$ cat src/rtl/dccm_dma_rmw.sv
// DMA-side sequencer for the DCCM port: reads, full writes and byte-masked
// read-modify-writes with SECDED correction/regeneration; yields to the LSU.
//
// state | meaning
// IDLE  | ready for a request
// RD    | issue dccm_rden (held off while the LSU owns the port)
// WAIT  | count down the read latency, then sample and decode
// WR    | issue dccm_wren (held off while the LSU owns the port)
// RSP   | response presented until rsp_ready
module dccm_dma_rmw #(
  parameter int ADDR_WIDTH = 16,
  parameter int RD_LAT     = 1
) (
  input  logic                  clk,
  input  logic                  rst_l,
  input  logic                  dec_tlu_core_ecc_disable,
  input  logic                  lsu_dccm_active,
  input  logic                  req_valid,
  output logic                  req_ready,
  input  logic                  req_write,
  input  logic [ADDR_WIDTH-1:0] req_addr,
  input  logic [3:0]            req_byteen,
  input  logic [31:0]           req_wdata,
  output logic                  rsp_valid,
  input  logic                  rsp_ready,
  output logic [31:0]           rsp_rdata,
  output logic                  rsp_err,
  output logic                  dccm_rden,
  output logic                  dccm_wren,
  output logic [ADDR_WIDTH-1:0] dccm_rd_addr_lo,
  output logic [ADDR_WIDTH-1:0] dccm_rd_addr_hi,
  output logic [ADDR_WIDTH-1:0] dccm_wr_addr,
  output logic [38:0]           dccm_wr_data,
  input  logic [38:0]           dccm_rd_data_lo
);

  typedef enum logic [2:0] {IDLE, RD, WAIT, WR, RSP} state_t;

  // Hamming code over positions 1..38; check bits sit at the power-of-two
  // positions, data bits fill the rest in ascending order.
  function automatic logic [31:0] chk_mask(input int k);
    logic [31:0] m;
    logic [4:0]  j;
    m = '0;
    j = '0;
    for (int p = 1; p <= 38; p++) begin
      if ((p & (p - 1)) != 0) begin
        m[j] = (((p >> k) & 1) != 0);
        j    = j + 5'd1;
      end
    end
    return m;
  endfunction

  localparam logic [5:0][31:0] CHK_MASK = {chk_mask(5), chk_mask(4), chk_mask(3),
                                           chk_mask(2), chk_mask(1), chk_mask(0)};

  function automatic logic [6:0] ecc_encode(input logic [31:0] d);
    logic [5:0] c;
    for (int k = 0; k < 6; k++) c[k] = ^(d & CHK_MASK[k]);
    return {^{d, c}, c};
  endfunction

  state_t                state;
  logic [1:0]            lat_cnt;
  logic [ADDR_WIDTH-1:0] addr_q;
  logic                  write_q;
  logic [3:0]            byteen_q;
  logic [31:0]           wdata_q;

  logic [31:0] rd_word;
  logic [6:0]  rd_recalc;
  logic [5:0]  syndrome;
  logic [5:0]  col;
  logic        parity_odd;
  logic        ecc_on;
  logic        dbl_err;
  logic [31:0] corr_data;
  logic [31:0] merged;
  logic [31:0] enc_data;
  logic [6:0]  enc_ecc;
  logic        unused_bits;

  always_comb begin
    rd_word    = dccm_rd_data_lo[31:0];
    rd_recalc  = ecc_encode(rd_word);
    syndrome   = dccm_rd_data_lo[37:32] ^ rd_recalc[5:0];
    parity_odd = ^dccm_rd_data_lo;
    ecc_on     = ~dec_tlu_core_ecc_disable;
    corr_data  = rd_word;
    col        = '0;
    // Odd overall parity means a single flip; a zero syndrome then points at ecc[6].
    for (int j = 0; j < 32; j++) begin
      for (int k = 0; k < 6; k++) col[k] = CHK_MASK[k][j];
      if (ecc_on && parity_odd && (syndrome == col)) corr_data[j] = ~rd_word[j];
    end
    dbl_err = ecc_on && !parity_odd && (syndrome != 6'd0);
    for (int b = 0; b < 4; b++) begin
      merged[8*b +: 8] = byteen_q[b] ? wdata_q[8*b +: 8] : corr_data[8*b +: 8];
    end
    enc_data = (state == WAIT) ? merged : req_wdata;
    enc_ecc  = ecc_encode(enc_data);
  end

  assign unused_bits = ^{req_addr[1:0], rd_recalc[6]};

  assign dccm_rden       = (state == RD) && !lsu_dccm_active;
  assign dccm_wren       = (state == WR) && !lsu_dccm_active;
  assign dccm_rd_addr_lo = addr_q;
  assign dccm_rd_addr_hi = addr_q;
  assign dccm_wr_addr    = addr_q;

  always_ff @(posedge clk or negedge rst_l) begin
    if (!rst_l) begin
      state        <= IDLE;
      lat_cnt      <= '0;
      req_ready    <= 1'b0;
      rsp_valid    <= 1'b0;
      rsp_rdata    <= '0;
      rsp_err      <= 1'b0;
      addr_q       <= '0;
      write_q      <= 1'b0;
      byteen_q     <= '0;
      wdata_q      <= '0;
      dccm_wr_data <= '0;
    end else begin
      case (state)
        IDLE: begin
          if (req_valid && req_ready) begin
            req_ready <= 1'b0;
            addr_q    <= {req_addr[ADDR_WIDTH-1:2], 2'b00};
            write_q   <= req_write;
            byteen_q  <= req_byteen;
            wdata_q   <= req_wdata;
            rsp_rdata <= '0;
            rsp_err   <= 1'b0;
            if (req_write && (req_byteen == 4'hF)) begin
              dccm_wr_data <= {enc_ecc, req_wdata};
              state        <= WR;
            end else if (req_write && (req_byteen == 4'h0)) begin
              rsp_valid <= 1'b1;
              state     <= RSP;
            end else begin
              state <= RD;
            end
          end else begin
            req_ready <= 1'b1;
          end
        end
        RD: begin
          if (!lsu_dccm_active) begin
            lat_cnt <= 2'(RD_LAT - 1);
            state   <= WAIT;
          end
        end
        WAIT: begin
          if (lat_cnt != 2'd0) begin
            lat_cnt <= lat_cnt - 2'd1;
          end else if (dbl_err) begin
            rsp_err   <= 1'b1;
            rsp_rdata <= write_q ? 32'd0 : rd_word;
            rsp_valid <= 1'b1;
            state     <= RSP;
          end else if (write_q) begin
            dccm_wr_data <= {enc_ecc, merged};
            state        <= WR;
          end else begin
            rsp_rdata <= corr_data;
            rsp_valid <= 1'b1;
            state     <= RSP;
          end
        end
        WR: begin
          if (!lsu_dccm_active) begin
            rsp_valid <= 1'b1;
            state     <= RSP;
          end
        end
        RSP: begin
          if (rsp_ready) begin
            rsp_valid <= 1'b0;
            rsp_rdata <= '0;
            rsp_err   <= 1'b0;
            req_ready <= 1'b1;
            state     <= IDLE;
          end
        end
        default: state <= IDLE;
      endcase
    end
  end

endmodule

$ cat config.mk
export PLATFORM = sky130hd
export DESIGN_NAME = dccm_dma_rmw
export DESIGN_NICKNAME = d
export VERILOG_FILES = /design/src/rtl/dccm_dma_rmw.sv
export SDC_FILE = /design/constraint.sdc
export NUM_CORES = 1
export LEC_CHECK = 0
export BUFFER_PORTS_ARGS = -buffer_cell sky130_fd_sc_hd__buf_2
export CAP_MARGIN = 0
export CORE_UTILIZATION = 58
export DETAILED_ROUTE_END_ITERATION = 6
export PLACE_DENSITY = 0.86
export SLEW_MARGIN = 25
export SYNTH_ARGS = -nofsm -noshare
export SYNTH_HDL_FRONTEND = slang
export SYNTH_SLANG_ARGS = --single-unit
$ cat constraint.sdc
create_clock -name clk -period 8.2 [get_ports clk]
set_clock_uncertainty 0.05 [all_clocks]
set_input_delay 0.82 -clock clk [delete_from_list [all_inputs] [get_ports clk]]
set_output_delay 0.82 -clock clk [all_outputs]
set_load 0.01 [all_outputs]
==> out/results.ini <==
[run_status]
status = finished, final reports clean

[pwr]
combPwrFrac = 0.616
p_clk_frac = 0.153
switching_share = 0.422
pwr-share-seq = 0.231
peakVddDrop_uv = 552
leakage_nw = 4.68
p_per_area_nw_per_um2 = 507
power_switching_mw = 2.18
power.internal_mw = 2.98

[synth]
synthDistinctLibCells = 71
yosysSeqAreaShare = 0.376
synth_top_area_frac = 0.376
syn_avg_cell_area_sq_um = 10.1
syn_inst = 853
synth_ff_type = dfrtp_1
synth_warnings = 0
yosysMostFrequentCell = dfrtp_1
synth.largest_area_cell = dfrtp_1
ys_async_sr_fraction = 1.00
syn-cell-area_sq_um = 8650
ys_ff_latch = 130
synth_edf_count = 0
synth.top_cells.by_count = dfrtp_1, xnor2_1, mux2_2, nand2_1, o21ai_0
synth.area.top_cells = dfrtp_1, mux2_2, xnor2_1

[sta]
rsz0062_at_grt = false
fin_crit_sh = 0.684
timing.fmax_ghz = 0.178
hold_violations = 0
period_minus_slack_ns = 5.61
maxSlewHeadroom = 0.327
tightestPinTransition_ns = 1.01
setup_viol = 0
maxSlewViolCount = 0
tns_ns = 0

[clock_tree]
post_cts_buffers = 0
clock-sinks = 130
numCtsBuffers = 17
worstSkewPairLatency_ns = 0.42
clk_path_buf_depth = 2
cts_tree = built
cts-root-buf = clkbuf_16
postCtsHoldBufs = 0
htree_levels = 4
cts_resized = 0
clkTransAtPathRegs_ns = 0.06

[die]
start_util = 0.595
num_io_pins = 222
core_area_sq_um = 14500
rows = 44
die_x_um = 124
die_y_um = 124
dieArea_sq_um = 15400

[routing]
drt_iter0_drc = 628
antenna_left = 0
routed_wl_mm = 24.2
detail_route.first_pass.iterations = 5
vias = 7221
route.detailed.drc = 0
vias_per_cell = 5.94
wl_per_cell_um = 19.9

[critical_path]
crit_end = dccm_wr_data[38]
critPathRequiredTime_ns = 8.46
worst-path-buf-inv = 1
worstSetupPathType = in2reg
critical_path.top_delay_family = XOR/XNOR gates
cp.depth = 14
slowest_stage = mux2i_1
reg2reg_depth = 13
reg2reg_from = state[2]
crit_chain = buf_2, xnor3_2, xnor2_1, xnor2_1, mux2i_1, nand2b_1, nor2_1, xor2_1, a221oi_1, xor3_1, xor2_2, xnor3_1, xnor3_1, mux2_4
cpPeakStageDelay_ns = 0.76
r2r_slack_ns = 3.74
worstPathMaxFanout = 9
r2r-end = dccm_wr_data[38]
crit_arrival_ns = 5.87
setup.worst_path.start = dccm_rd_data_lo[25]
worstSetupStartpointType = primary input
end_kind = flop

[finish]
fin_nets = 1115
fin_util = 0.701
drive_above_1_share = 0.354
area_delta_synth_final_pct = 17.8
finalInstanceArea_sq_um = 10200
fill_cells = 1088

[grt]
grt_pass1_wl_mm = 36.3
antenna_found_initial = 4
grt_pass1_vias = 6800
gr-total-overflow = 0
grt_max_degree = 68
groute.usage.overall = 0.323

[placed_design]
portBuffers = 213
gp_congestion = 0.964
placed_cell_area_sq_um = 9570
place.detailed.hpwl_mm = 17.9

[run]
cap_violations = 0

[worst_hold_path]
min_path_type = in2async

## power by group through the flow
stage	Sequential (mW)	Combinational [mW]	Clock, mW
5_1_grt	1.24	3.45	0.824
4_1_cts	1.19	3.17	0.796
6_report	1.19	3.18	0.791
2_1_floorplan	1.22	2.41	0
3_3_place_gp	1.18	3.07	0
3_5_place_dp	1.20	3.14	0
## flip-flops by register name (all words and copies together) (netlist names)
signal           cells
dccm_wr_data        39
req_ready            1
wdata_q             32
rsp_valid            1
state                3
rsp_err              1
rsp_rdata           32
write_q              1
lat_cnt              2
byteen_q             4
dccm_rd_addr_hi     14
## layout make-up
cell class                      count  area, sq um  share of cell area
Clock inverter                     12          158              0.0155
Inverter                           13         48.8             0.00479
Sequential cell                   130         3250               0.319
Antenna cell                        4         10.0            0.000982
Multi-Input combinational cell    634         4920               0.483
Tap cell                          184          230              0.0226
Timing Repair Buffer              220         1120               0.110
Clock buffer                       19          453              0.0444
## layout by cell type, fill, tap and decap left out, types with 7 or more instances in the layout
cell | synthesis | layout
mux2i_1 | 15 | 15
a211oi_1 | 16 | 16
clkbuf_16 | 0 | 17
nor3_1 | 17 | 15
buf_2 | 4 | 212
o21ai_0 | 63 | 63
nand3_1 | 18 | 18
nand2_1 | 68 | 68
dfrtp_1 | 130 | 130
xnor3_1 | 15 | 15
nor2_1 | 54 | 54
inv_1 | 13 | 13
and3_1 | 7 | 7
or3_1 | 7 | 7
a21oi_1 | 47 | 47
nand2b_1 | 9 | 9
buf_4 | 37 | 8
xnor2_1 | 81 | 81
mux2_2 | 70 | 70
xor2_1 | 25 | 25
o21a_1 | 8 | 8
## layer usage
| metal | track usage | vias to the layer above | part of all wire |
|---|---|---|---|
| met5 | 0 | - | 0 |
| met4 | 0.150 | 0 | 0.039 |
| met3 | 0.0893 | 81 | 0.086 |
| met2 | 0.511 | 383 | 0.48 |
| met1 | 0.408 | 3470 | 0.40 |
| li1 | - | 3287 | - |
## kinds of logic (layout without fill, tap and decap cells)
family | after synthesis | in the layout | share of synthesized area
AND/OR/NAND/NOR | 215 | 215 | 0.122
AO/OA/AOI/OAI | 185 | 185 | 0.136
XOR/XNOR | 141 | 141 | 0.195
flip-flops | 130 | 130 | 0.376
buffers and inverters | 94 | 264 | 0.0596
multiplexers | 86 | 86 | 0.110
adder cells (fa/ha/maj) | 1 | 1 | 0.00145
other | 1 | 10 | 0.000433
## how the worst min path moves through the flow
stage / start / end / slack [ns]
after floorplan: lat_cnt[1] / lat_cnt[1] / 0.40
after global placement: rsp_rdata[14] / rsp_rdata[14] / 0.41
after detailed placement: rsp_rdata[22] / rsp_rdata[22] / 0.42
after CTS: rsp_rdata[22] / rsp_rdata[22] / 0.43
after global routing: rsp_rdata[22] / rsp_rdata[22] / 0.46
final: rst_l / dccm_rd_addr_hi[6] / 0.42
## metrics by stage
step,hold WS (ns),total power [mW],cells,setup slack (ns)
2_1_floorplan,0.399,3.63,858,3.21
3_3_place_gp,0.410,4.25,1181,2.42
3_5_place_dp,0.416,4.33,1181,2.34
4_1_cts,0.428,5.15,1212,2.69
5_1_grt,0.461,5.51,1214,2.36
6_report,0.425,5.17,1216,2.59
Note: power is estimated with default switching activity, not from simulation.
